$ cat src/rtl/seg_pkg.sv
`default_nettype none
// ============================================================================
// Module   : seg_pkg
// Brief    : Seven-segment codes, anode patterns and digit-count constants,
//            shared by the display driver and the scan capture path.
// Revision : 1.0
// ============================================================================
package seg_pkg;

    localparam int NUM_DIGITS = 4;

    typedef logic [1:0] digit_idx_t;

    // Active-low anode enables, bit0 = rightmost digit
    localparam logic [3:0] AN_D0 = 4'b1110;
    localparam logic [3:0] AN_D1 = 4'b1101;
    localparam logic [3:0] AN_D2 = 4'b1011;
    localparam logic [3:0] AN_D3 = 4'b0111;

    // Active-low segment codes, bit0 = a ... bit6 = g
    localparam logic [6:0] SEG_0 = 7'h40;
    localparam logic [6:0] SEG_1 = 7'h79;
    localparam logic [6:0] SEG_2 = 7'h24;
    localparam logic [6:0] SEG_3 = 7'h30;
    localparam logic [6:0] SEG_4 = 7'h19;
    localparam logic [6:0] SEG_5 = 7'h12;
    localparam logic [6:0] SEG_6 = 7'h02;
    localparam logic [6:0] SEG_7 = 7'h78;
    localparam logic [6:0] SEG_8 = 7'h00;
    localparam logic [6:0] SEG_9 = 7'h10;
    localparam logic [6:0] SEG_A = 7'h08;
    localparam logic [6:0] SEG_B = 7'h03;
    localparam logic [6:0] SEG_C = 7'h46;
    localparam logic [6:0] SEG_D = 7'h21;
    localparam logic [6:0] SEG_E = 7'h06;
    localparam logic [6:0] SEG_F = 7'h0E;
    localparam logic [6:0] SEG_BLANK = 7'h7F;

endpackage
`default_nettype wire

$ cat src/rtl/seg7_to_hex.sv
`default_nettype none
// ============================================================================
// Module   : seg7_to_hex
// Brief    : Combinational decode of an active-low segment pattern to a nibble.
// Revision : 1.0
// ============================================================================
module seg7_to_hex
    import seg_pkg::*;
(
    input  logic [6:0] segDisplay,
    output logic       valid,
    output logic [3:0] nibble
);

    always_comb begin
        valid  = 1'b1;
        nibble = 4'h0;
        case (segDisplay)
            SEG_0: nibble = 4'h0;
            SEG_1: nibble = 4'h1;
            SEG_2: nibble = 4'h2;
            SEG_3: nibble = 4'h3;
            SEG_4: nibble = 4'h4;
            SEG_5: nibble = 4'h5;
            SEG_6: nibble = 4'h6;
            SEG_7: nibble = 4'h7;
            SEG_8: nibble = 4'h8;
            SEG_9: nibble = 4'h9;
            SEG_A: nibble = 4'hA;
            SEG_B: nibble = 4'hB;
            SEG_C: nibble = 4'hC;
            SEG_D: nibble = 4'hD;
            SEG_E: nibble = 4'hE;
            SEG_F: nibble = 4'hF;
            default: valid = 1'b0;
        endcase
    end

endmodule
`default_nettype wire

$ cat src/rtl/seg_scan_capture.sv
`default_nettype none
// ============================================================================
// Module   : seg_scan_capture
// Brief    : Passive readback of a multiplexed 7-segment scan into 16-bit frames.
// Revision : 1.0
// ============================================================================
module seg_scan_capture
    import seg_pkg::*;
#(
    parameter int STABLE_CYCLES = 4,
    parameter int STALL_CYCLES  = 200000
) (
    input  logic        clk,
    input  logic        rst,
    input  logic [6:0]  segDisplay,
    input  logic [3:0]  anDisplay,
    output logic [15:0] capturedValue,
    output logic        frameValid,
    output logic [3:0]  digitErr,
    output logic        scanStalled
);

    localparam int CNT_W   = $clog2(STABLE_CYCLES + 1);
    localparam int STALL_W = $clog2(STALL_CYCLES + 1);
    localparam logic [CNT_W-1:0]   CNT_MAX    = CNT_W'(STABLE_CYCLES);
    localparam logic [CNT_W-1:0]   CNT_COMMIT = CNT_W'(STABLE_CYCLES - 1);
    localparam logic [STALL_W-1:0] STALL_MAX  = STALL_W'(STALL_CYCLES);

    localparam logic [0:0] ST_SETTLE = 1'b0;
    localparam logic [0:0] ST_HELD   = 1'b1;

    logic [3:0]         an_r;
    logic [6:0]         seg_r;
    logic [CNT_W-1:0]   stable_cnt;
    logic [0:0]         state;
    logic [0:0]         state_next;
    logic               same;
    logic               commit;
    logic               an_ok;
    digit_idx_t         dig_idx;
    logic [3:0]         digit_mask;
    logic               dec_valid;
    logic [3:0]         dec_nibble;
    logic [15:0]        nibbles;
    logic [15:0]        nib_upd;
    logic [3:0]         err_acc;
    logic [3:0]         err_upd;
    logic [3:0]         seen;
    logic [3:0]         seen_upd;
    logic [STALL_W-1:0] stall_tmr;
    logic               frame_pend;
    logic               valid_commit;

    seg7_to_hex u_dec (
        .segDisplay (seg_r),
        .valid      (dec_valid),
        .nibble     (dec_nibble)
    );

    // The incoming port value is the "new sample"; the held register is the previous one
    assign same = ({anDisplay, segDisplay} == {an_r, seg_r});

    always_ff @(posedge clk) begin
        if (rst) begin
            state <= ST_SETTLE;
        end else begin
            state <= state_next;
        end
    end

    always_comb begin
        state_next = state;
        if (!same) begin
            state_next = ST_SETTLE;
        end else if (state == ST_SETTLE && stable_cnt == CNT_COMMIT) begin
            state_next = ST_HELD;
        end
    end

    always_comb begin
        commit = (state == ST_SETTLE) && same && (stable_cnt == CNT_COMMIT);
    end

    always_comb begin
        an_ok   = 1'b1;
        dig_idx = 2'd0;
        case (an_r)
            AN_D0:   dig_idx = 2'd0;
            AN_D1:   dig_idx = 2'd1;
            AN_D2:   dig_idx = 2'd2;
            AN_D3:   dig_idx = 2'd3;
            default: an_ok = 1'b0;
        endcase
    end

    assign valid_commit = commit && an_ok;
    assign digit_mask   = 4'b0001 << dig_idx;
    assign seen_upd     = seen | digit_mask;
    assign err_upd      = (err_acc & ~digit_mask) | (dec_valid ? 4'b0000 : digit_mask);

    always_comb begin
        nib_upd = nibbles;
        for (int i = 0; i < NUM_DIGITS; i++) begin
            if (digit_mask[i] && dec_valid) begin
                nib_upd[4*i +: 4] = dec_nibble;
            end
        end
    end

    always_ff @(posedge clk) begin
        if (rst) begin
            an_r          <= 4'b1111;
            seg_r         <= SEG_BLANK;
            stable_cnt    <= '0;
            stall_tmr     <= '0;
            nibbles       <= '0;
            err_acc       <= '0;
            seen          <= '0;
            frame_pend    <= 1'b0;
            frameValid    <= 1'b0;
            capturedValue <= '0;
            digitErr      <= '0;
        end else begin
            an_r  <= anDisplay;
            seg_r <= segDisplay;

            if (!same) begin
                stable_cnt <= '0;
            end else if (stable_cnt != CNT_MAX) begin
                stable_cnt <= stable_cnt + 1'b1;
            end

            if (valid_commit) begin
                stall_tmr <= '0;
            end else if (stall_tmr != STALL_MAX) begin
                stall_tmr <= stall_tmr + 1'b1;
            end

            // Outputs trail the completing commit by one edge; nibbles already hold it
            frameValid <= frame_pend;
            frame_pend <= 1'b0;
            if (frame_pend) begin
                capturedValue <= nibbles;
                digitErr      <= err_acc;
            end

            if (valid_commit) begin
                nibbles <= nib_upd;
                err_acc <= err_upd;
                if (seen_upd == 4'b1111) begin
                    seen       <= '0;
                    frame_pend <= 1'b1;
                end else begin
                    seen <= seen_upd;
                end
            end
        end
    end

    assign scanStalled = (stall_tmr == STALL_MAX);

endmodule
`default_nettype wire

$ cat config.mk
export PLATFORM = sky130hd
export DESIGN_NAME = seg_scan_capture
export DESIGN_NICKNAME = d
export VERILOG_FILES = /design/src/rtl/seg_pkg.sv /design/src/rtl/seg7_to_hex.sv /design/src/rtl/seg_scan_capture.sv
export SDC_FILE = /design/constraint.sdc
export NUM_CORES = 1
export LEC_CHECK = 0
export ABC_CLOCK_PERIOD_IN_PS = 2600
export BUFFER_PORTS_ARGS = -buffer_cell sky130_fd_sc_hd__buf_2
export CAP_MARGIN = 20
export CORE_UTILIZATION = 55
export DETAILED_ROUTE_END_ITERATION = 8
export HOLD_SLACK_MARGIN = 0.02
export PLACE_DENSITY = 0.74
export SYNTH_ARGS = -nofsm -noshare
export SYNTH_HDL_FRONTEND = slang
export SYNTH_SLANG_ARGS = --single-unit
export TNS_END_PERCENT = 30
$ cat constraint.sdc
create_clock -name clk -period 2.6 [get_ports clk]
set_input_delay 0.65 -clock clk [delete_from_list [all_inputs] [get_ports clk]]
set_output_delay 0.65 -clock clk [all_outputs]
set_load 0.01 [all_outputs]
==> results of run 1 <==
-- cells in the final DEF, fill, tap and decap left out, drive strengths merged, types with 5 or more instances in the layout --
master / count
buf: 41
clkbuf: 11
dfxtp: 79
ha: 5
inv: 10
mux2i: 38
nand2: 35
nand3: 14
nand4: 6
nor2: 50
nor2b: 5
nor3: 15
nor4: 5
o21ai: 11
or2: 13
xnor2: 7
xor2: 24
-- worst register-to-register path: stages, from the launching register on --
cell and delay, ns:
dfxtp_1 0.56, xor2_1 0.14, nor4_2 0.35, nand3_1 0.25, nor3_2 0.37, o211a_1 0.31, mux2i_1 0.19
-- cell type report --
class / instances / share of cell area [%]
inverters: 10 / 0.932
repair buffers: 41 / 5.84
clock inverters: 5 / 0.839
flip-flops and latches: 79 / 39.3
multi-input cells: 276 / 47.2
clock buffers: 11 / 3.51
well taps: 77 / 2.39
-- sequential cells by signal, indices dropped and copies added, names as in the netlist, named ones only --
signal,flops
an_r,4
capturedValue,16
digitErr,4
frameValid,1
frame_pend,1
nibbles,16
seen,4
seg_r,7
stable_cnt,3
stall_tmr,18
state,1
-- stage by stage --
stage	instances	hold slack (ns)	utilization (%)	cell area (um2)
2_1_floorplan	387	0.433	-	3650
3_3_place_gp	483	0.441	60.3	3850
3_5_place_dp	483	0.452	60.3	3850
4_1_cts	499	0.463	63.1	4030
5_1_grt	499	0.480	63.1	4030
6_report	499	0.467	63.1	4030
-- report_power, final --
part / switching (mW) / leakage, nW / internal, mW
Sequential: 0.0278 / 0.640 / 1.22
Combinational: 0.0664 / 0.912 / 0.0512
Clock: 0.449 / 0.0853 / 0.371
-- worst min path at each step --
stage	end	start	depth (start not counted)
floorplan	seen[0]	seen[0]	1
detailed placement	nibbles[2]	nibbles[2]	2
global placement	seen[0]	seen[0]	1
finish	nibbles[2]	nibbles[2]	2
global route	seen[1]	seen[1]	1
CTS	nibbles[2]	nibbles[2]	2
-- synth_stat cells (all sizes together) (9+ instances only) --
master  count  share of area [%]
buf        13                2.5
clkbuf      9               0.93
dfxtp      79                 43
inv        10                1.0
mux2i      38                 10
nand2      35                3.6
nand3      14                1.9
nor2       50                5.8
nor3       15                2.5
o21ai      11                1.8
or2        13                2.2
xor2       24                5.8
-- cell families (layout without fill, tap and decap cells) --
kind of cell	count (synthesis)	in the layout
xor gates and xnor gates	31	31
AOI/OAI and AO/OA	36	36
and+or+nand+nor	166	166
DFF	79	79
adders and majority gates	5	5
buffers and inverters	32	67
muxes	38	38
-- routing by layer --
layer	global-route usage, %	routed length (um)	vias to the layer above
met4	7.86	88	0
met1	26.4	3260	1319
met3	5.77	236	8
li1	-	-	1377
met2	36.8	3400	54
met5	0	0	-
==> run_results.csv, run 1 <==
group,metric,value,unit
clock_network,holdBufCountCts,0,
critical_path,crit_start,"stall_tmr[5]",
logic_synthesis,postSynthRegisterBits,79,
critical_path,setup.worst_path.end_class,"output port",
routing,final_antenna_net_count,0,
sta,timing.clock.skew,0.0141,ns
critical_path,worstRegToRegCells,6,
cells_and_area,areaGrowthSynthToFinish,10.5,%
logic_synthesis,synthesis_warning_total,0,
power_and_ir_drop,power.leakage,1.64,nW
die,row_count,29,
critical_path,worstPathMaxFanout,6,
logic_synthesis,syn-mean-instance-area,9.42,um2
logic_synthesis,synth-adder-area-share,1.72,%
logic_synthesis,muxShareOfSynthArea,10.4,%
die,initial_core_util,57.1,%
critical_path,crit_path_top_delay_cell,"or4_1",
sta,max_freq,423,MHz
die,core_region_area,6390,um2
critical_path,regToRegStartpoint,"seg_r[0]",
critical_path,worstPathCellList,"or4_1 -> nor4_2 -> buf_2",
critical_path,cell_family_with_the_largest_share_of_critical_path_delay,"simple AND/OR/NAND/NOR gates",
critical_path,critical_path_depth,3,
critical_path,slowest_delay,0.50,ns
routing,drt_first_iter_violations,107,
power_and_ir_drop,powerDensity,543,nW/um2
logic_synthesis,fraction_of_the_mapped_netlist_area_in_compound_gates,7.82,%
logic_synthesis,synth_top_flop_cell,"dfxtp_1",
logic_synthesis,basic_gate_share_of_the_synthesized_area_counting_and_or_nand_and_nor_cells,24.7,%
logic_synthesis,mappedNetlistNets,405,
logic_synthesis,synth_enable_flop_cells,0,
sta,tightest_slew,0.638,ns
critical_path,cp.buffers_inverters,1,
cells_and_area,num-fill-cells,544,
placed_design,placement.io_buffers,34,
clock_network,clkLatencyLatePin,0.36,ns
sta,drv_slew,0,
logic_synthesis,synth-seq-area-share,43.4,%
clock_network,tritoncts,"yes",
cells_and_area,multi_input_gate_area_in_the_final_layout,1900,um2
placed_design,detailedPlacementHpwl,4990,um
logic_synthesis,netlist_instances,387,
clock_network,cts_made_buffers,9,
die,floorplan.die_area,6960,um2
logic_synthesis,xor_and_xnor_area_share_after_synthesis,7.45,%
sta,ratio_of_final_minimum_period_to_clock_period,90.9,%
routing,detail_route.vias_per_cell,5.53,
routing,wire_per_inst,14.0,um
global_route,first_global_vias,2639,
min_path,timing.hold.worst.class,"reg2reg",
logic_synthesis,postSynth.asyncResetShare,0,%
critical_path,rr_endpoint,"nibbles[2]",
flow_run,drv_cap,0,
global_route,grt_start_max_net_pins,30,
routing,vias,2758,
clock_network,cts-root-buf,"clkbuf_8",
power_and_ir_drop,power,2.19,mW
clock_network,cts_max_path_buffers,2,
die,die_x,83.4,um
global_route,grt-ovfl-total,0,
placed_design,dp_slack,0.139,ns
clock_network,clock_sink_count,79,
critical_path,worst-setup-path-type,"reg2out",
outcome,outcome,"finished clean",
sta,grt_setup_unrepaired,"false",
clock_network,htreeDepth,3,
routing,iteration_count_of_the_initial_detailed_routing_pass,4,
critical_path,critical_path.endpoint,"scanStalled",
sta,hold_viol,0,
critical_path,type_of_element_launching_the_critical_path,"flop",
cells_and_area,layout.nets,435,
critical_path,rrSetupSlack,0.35,ns
clock_network,post_cts_resize_count,0,
routing,totalWireLength,6980,um
global_route,grtUsageTotal,21.7,%
sta,finalSetupViolations,0,
cells_and_area,insertedDiodeCount,0,
routing,drt_drc_violations_left,0,
critical_path,required,1.95,ns
sta,slew_headroom,57.4,%
die,floorplan.io_pins,35,
clock_network,postCtsSetupRepairBufs,0,
clock_network,clkSlewWorstSetupHoldPaths,0.09,ns
sta,layout_min_cycle_time,2.36,ns
logic_synthesis,syn_area,3650,um2
placed_design,place_congestion,0.917,
global_route,grt_first_pass_wirelength,12100,um
logic_synthesis,yosysUniqueCellTypes,55,
sta,timing.final.ws_setup,0.237,ns
logic_synthesis,combinational_family_with_the_most_area_after_synthesis,"simple AND/OR/NAND/NOR gates",
cells_and_area,drive_gt1_share,22.3,%
global_route,grt_antenna_before_repair,0,
critical_path,worst_ep_arrival_time,1.71,ns
die,die_h,83.4,um
power_and_ir_drop,peakVddDrop,0.388,mV
sta,setup_tns,0,ns
cells_and_area,storage_cell_area,1580,um2
No activity file was read; power rests on OpenSTA's default activity.
==> run 2, diff against run 1 <==
- RECOVER_POWER: default -> 50
==> run 2 against run 1 <==
  * First-iteration DRC count grew 0.93%
  * Total power is essentially flat
  * Routed wire length shrank 0.30%
  * Flip-flop and latch count is the same
  * Utilization shrank 0.49 points
  * Setup slack lost 0.0020 ns
  * Largest power group unchanged
==> run_results.csv, run 2 (synthesis gave the netlist of run 1 again) <==
group,metric,value,unit
outcome,outcome,"finished clean",
clock_network,cts_max_path_buffers,2,
routing,wire_per_inst,14.0,um
clock_network,cts_made_buffers,9,
sta,tightest_slew,1.20,ns
clock_network,clkSlewWorstSetupHoldPaths,0.09,ns
global_route,grt_start_max_net_pins,30,
power_and_ir_drop,power_frac_comb,5.3,%
routing,iteration_count_of_the_initial_detailed_routing_pass,4,
die,initial_core_util,57.1,%
clock_network,clock_sink_count,79,
sta,grt_setup_unrepaired,"false",
global_route,grt_first_pass_wirelength,12100,um
die,die_x,83.4,um
cells_and_area,layout.cells.most_common_list,"79 x dfxtp_1, 40 x nor2_1, 38 x mux2i_1",
routing,detail_route.vias_per_cell,5.51,
critical_path,worst_ep_arrival_time,1.71,ns
power_and_ir_drop,clkPwrFrac,37.5,%
cells_and_area,areaGrowthSynthToFinish,9.61,%
clock_network,postCtsSetupRepairBufs,0,
global_route,grt-ovfl-total,0,
power_and_ir_drop,power.share.sequential,57.2,%
cells_and_area,num-fill-cells,555,
sta,drv_slew,0,
cells_and_area,drive_gt1_share,17.3,%
placed_design,placement.io_buffers,34,
clock_network,clkLatencyLatePin,0.36,ns
placed_design,place_congestion,0.917,
sta,hold_viol,0,
sta,layout_min_cycle_time,2.36,ns
cells_and_area,insertedDiodeCount,0,
cells_and_area,largest_registers,"stall_tmr x18, capturedValue x16, nibbles x16",
die,floorplan.die_area,6960,um2
placed_design,detailedPlacementHpwl,4990,um
cells_and_area,fin_cells,499,
critical_path,required,1.95,ns
critical_path,slowest_delay,0.50,ns
routing,totalWireLength,6960,um
power_and_ir_drop,p_int,1.64,mW
cells_and_area,layout.nets,435,
sta,timing.clock.skew,0.0142,ns
routing,final_antenna_net_count,0,
die,core_region_area,6390,um2
placed_design,inst_count_dp,483,
cells_and_area,largest_register,"stall_tmr",
sta,setup_tns,0,ns
routing,drt_first_iter_violations,108,
die,die_h,83.4,um
die,floorplan.io_pins,35,
sta,slew_headroom,19.8,%
clock_network,htreeDepth,3,
power_and_ir_drop,power.switching_fraction,24.8,%
power_and_ir_drop,power.leakage,1.55,nW
critical_path,setup.worst_path.end_class,"output port",
sta,timing.hold.ws,0.467,ns
clock_network,tritoncts,"yes",
power_and_ir_drop,power_switching,542,uW
cells_and_area,most_common_cell_after_layout_fill_and_taps_aside,"dfxtp_1",
critical_path,worstPathMaxFanout,6,
clock_network,holdBufCountCts,0,
cells_and_area,largest_register_ff_count,18,
power_and_ir_drop,powerDensity,547,nW/um2
global_route,first_global_vias,2639,
min_path,timing.hold.worst.class,"reg2reg",
global_route,grtUsageTotal,21.7,%
critical_path,crit_path_top_delay_cell,"or4_1",
critical_path,cell_family_with_the_largest_share_of_critical_path_delay,"simple AND/OR/NAND/NOR gates",
critical_path,type_of_element_launching_the_critical_path,"flop",
clock_network,cts-root-buf,"clkbuf_8",
global_route,grt_antenna_before_repair,0,
sta,finalSetupViolations,0,
clock_network,post_cts_resize_count,0,
power_and_ir_drop,peakVddDrop,0.381,mV
critical_path,cp.buffers_inverters,1,
routing,drt_drc_violations_left,0,
critical_path,rrSetupSlack,0.36,ns
flow_run,drv_cap,0,
routing,vias,2749,
sta,max_freq,423,MHz
die,row_count,29,
critical_path,worst-setup-path-type,"reg2out",
sta,ratio_of_final_minimum_period_to_clock_period,90.9,%
critical_path,worstPathCellList,"or4_1 -> nor4_2 -> buf_2",
## run 2: changes by cell type in the layout (fill, tap and decap cells not counted)
cell      delta
buf_2       -19
buf_4        -2
clkbuf_1    +21
## run 2: path summary, 6_finish.rpt
path                startpoint           to  cells after the start
setup / recovery  stall_tmr[5]  scanStalled                      3
setup reg to reg      seg_r[0]   nibbles[2]                      6
hold / removal      nibbles[2]   nibbles[2]                      2
hold reg to reg     nibbles[2]   nibbles[2]                      2
## run 2: layout make-up
type / count / area [um2] / area share, %
Sequential cell: 79 / 1580 / 39.6
Timing Repair Buffer: 41 / 204 / 5.10
Multi-Input combinational cell: 276 / 1900 / 47.6
Tap cell: 77 / 96.3 / 2.41
Inverter: 10 / 37.5 / 0.939
Clock inverter: 5 / 33.8 / 0.845
Clock buffer: 11 / 141 / 3.54
## run 2: power groups by stage
stage	Sequential, mW	Clock [mW]	Combinational [mW]
2_1_floorplan	1.26	0	0.106
6_report	1.25	0.819	0.117
3_5_place_dp	1.28	0	0.117
5_1_grt	1.25	0.903	0.129
4_1_cts	1.25	0.845	0.118
3_3_place_gp	1.28	0	0.115
## run 2: tightest hold or removal path, delay by kind of cell (launching register included)
| family | cells | cell delay [ns] |
|---|---|---|
| DFF | 1 | 0.32 |
| muxes | 1 | 0.05 |
| and+or+nand+nor | 1 | 0.05 |
## run 2: stage by stage
step	cell area (um2)	utilization (%)	setup slack (ns)	power, mW
floorplan	3650	-	0.513	1.36
global placement	3850	60.3	0.167	1.39
detailed placement	3850	60.3	0.139	1.39
CTS	4030	63.1	0.216	2.21
global route	4000	62.6	0.148	2.28
finish	4000	62.6	0.235	2.19
## run 2: per-layer routing
layer / vias to the layer above / track usage, % / part of all wire, %
met5: - / 0 / 0
met4: 0 / 7.86 / 1.7
met3: 10 / 5.77 / 3.5
met2: 51 / 36.8 / 48
met1: 1306 / 26.4 / 46
li1: 1382 / - / -
==> run 3, diff against run 2 <==
- CELL_PAD_IN_SITES_DETAIL_PLACEMENT: default -> 1
- CELL_PAD_IN_SITES_GLOBAL_PLACEMENT: default -> 1
- CORE_UTILIZATION: 55 -> 45
- PLACE_DENSITY: 0.74 -> 0.77
==> run 3 against run 2 <==
  * Utilization down 10 points
  * Critical path depth unchanged
  * Global-route usage down 1.3 points
  * Clock skew down 0.0065 ns
  * First-iteration DRC count down 26%
  * Sequential power about the same
  * Register-to-register slack worse by 0.11 ns
  * Maximum frequency down 1.1%
  * Critical path type unchanged
==> run_results.csv, run 3 (synthesis gave the netlist of run 1 again) <==
group,metric,value,unit
outcome,outcome,"finished clean",
sta,timing.clock.skew,0.00772,ns
die,floorplan.die_area,8470,um2
min_path,timing.hold.worst.class,"reg2reg",
placed_design,placement.io_buffers,34,
sta,drv_slew,0,
routing,wire_per_inst,15.1,um
cells_and_area,areaGrowthSynthToFinish,11.5,%
die,core_region_area,7770,um2
cells_and_area,largest_register,"stall_tmr",
placed_design,place_congestion,0.863,
cells_and_area,drive_gt1_share,18.1,%
sta,timing.final.ws_setup,0.209,ns
power_and_ir_drop,power,2.22,mW
cells_and_area,layout.nets,439,
die,die_x,92.0,um
die,row_count,32,
critical_path,crit_path_top_delay_cell,"or4_1",
cells_and_area,layout.cells.most_common_list,"79 x dfxtp_1, 40 x nor2_1, 38 x mux2i_1",
power_and_ir_drop,powerDensity,545,nW/um2
clock_network,clkLatencyLatePin,0.35,ns
critical_path,slowest_delay,0.55,ns
routing,drt_drc_violations_left,0,
sta,finalSetupViolations,0,
sta,setup_tns,0,ns
clock_network,cts_max_path_buffers,2,
clock_network,post_cts_resize_count,0,
critical_path,setup.worst_path.end_class,"output port",
global_route,grtUsageTotal,20.4,%
global_route,grt_busiest_layer,"met2",
sta,grt_setup_unrepaired,"false",
cells_and_area,largest_register_ff_count,18,
global_route,grt_start_max_net_pins,24,
power_and_ir_drop,peakVddDrop,0.366,mV
clock_network,cts-root-buf,"clkbuf_8",
global_route,grt-ovfl-total,0,
sta,max_freq,418,MHz
global_route,grt_first_pass_wirelength,13500,um
global_route,gr-usage-met2,36.9,%
clock_network,postCtsSetupRepairBufs,0,
critical_path,worstPathMaxFanout,4,
clock_network,holdBufCountCts,0,
global_route,met1_usage,23.8,%
global_route,first_global_vias,2820,
sta,slew_headroom,33.4,%
routing,drt_first_iter_violations,80,
sta,layout_min_cycle_time,2.39,ns
clock_network,htreeDepth,3,
critical_path,worst-setup-path-type,"reg2out",
routing,iteration_count_of_the_initial_detailed_routing_pass,4,
critical_path,worst_ep_arrival_time,1.74,ns
clock_network,clock_sink_count,79,
clock_network,clkSlewWorstSetupHoldPaths,0.08,ns
global_route,met3_track_demand_over_resource,5.22,%
sta,hold_viol,0,
placed_design,detailedPlacementHpwl,5910,um
critical_path,type_of_element_launching_the_critical_path,"flop",
clock_network,tritoncts,"yes",
flow_run,drv_cap,0,
cells_and_area,most_common_cell_after_layout_fill_and_taps_aside,"dfxtp_1",
sta,ratio_of_final_minimum_period_to_clock_period,92.0,%
cells_and_area,insertedDiodeCount,0,
die,floorplan.io_pins,35,
cells_and_area,largest_registers,"stall_tmr x18, capturedValue x16, nibbles x16",
critical_path,required,1.95,ns
routing,final_antenna_net_count,0,
sta,tightest_slew,0.999,ns
critical_path,cp.buffers_inverters,1,
cells_and_area,core_util_final,52.3,%
die,die_h,92.0,um
placed_design,dp_slack,0.0279,ns
critical_path,worstPathCellList,"or4_1 -> nor4_2 -> buf_2",
clock_network,cts_made_buffers,9,
die,initial_core_util,46.9,%
power_and_ir_drop,power.leakage,1.57,nW
routing,totalWireLength,7980,um
routing,detail_route.vias_per_cell,5.33,
critical_path,cell_family_with_the_largest_share_of_critical_path_delay,"simple AND/OR/NAND/NOR gates",
routing,vias,2809,
global_route,grt_antenna_before_repair,0,
run 3: path summary, 6_finish.rpt:
| kind | slack (ns) | end | cells past startpoint | startpoint |
|---|---|---|---|---|
| max reg2reg | 0.25 | nibbles[6] | 7 | seg_r[0] |
| min reg2reg | 0.47 | nibbles[1] | 2 | nibbles[1] |
| min | 0.47 | nibbles[1] | 2 | nibbles[1] |
| max | 0.21 | scanStalled | 3 | stall_tmr[3] |
run 3: worst register-to-register path: cells and delay by family, from the launching register on:
family	cells	cell delay (ns)
compound gates	1	0.16
xor+xnor	1	0.15
buf+inv	1	0.23
flops	1	0.58
mux	1	0.15
simple gates	3	0.94
run 3: cell type report:
class / count / area [um2]
clock buffer: 11 / 151
clock inverter: 4 / 30.0
fill: 920 / 3700
inverter: 10 / 37.5
multi-input combinational: 276 / 1900
sequential: 79 / 1580
tap: 102 / 128
timing repair buffer: 45 / 234
run 3: metrics by stage:
stage                     hold slack (ns)  instances  instance area, um2
after floorplan                     0.433        387                3650
after global placement              0.450        512                3910
after detailed placement            0.458        512                3910
after CTS                           0.475        527                4100
after global routing                0.489        527                4060
final                               0.470        527                4060
run 3: per-layer routing:
| layer | part of all wire (%) | vias to the layer above |
|---|---|---|
| met2 | 51 | 29 |
| li1 | - | 1391 |
| met1 | 46 | 1383 |
| met5 | 0 | - |
| met3 | 2.4 | 6 |
| met4 | 1.0 | 0 |
run 3: power by group:
group | leakage, nW | switching (mW) | internal, mW
clock network | 0.0918 | 0.450 | 0.397
registers | 0.640 | 0.0286 | 1.22
logic | 0.842 | 0.0679 | 0.0507
total | 1.57 | 0.546 | 1.67
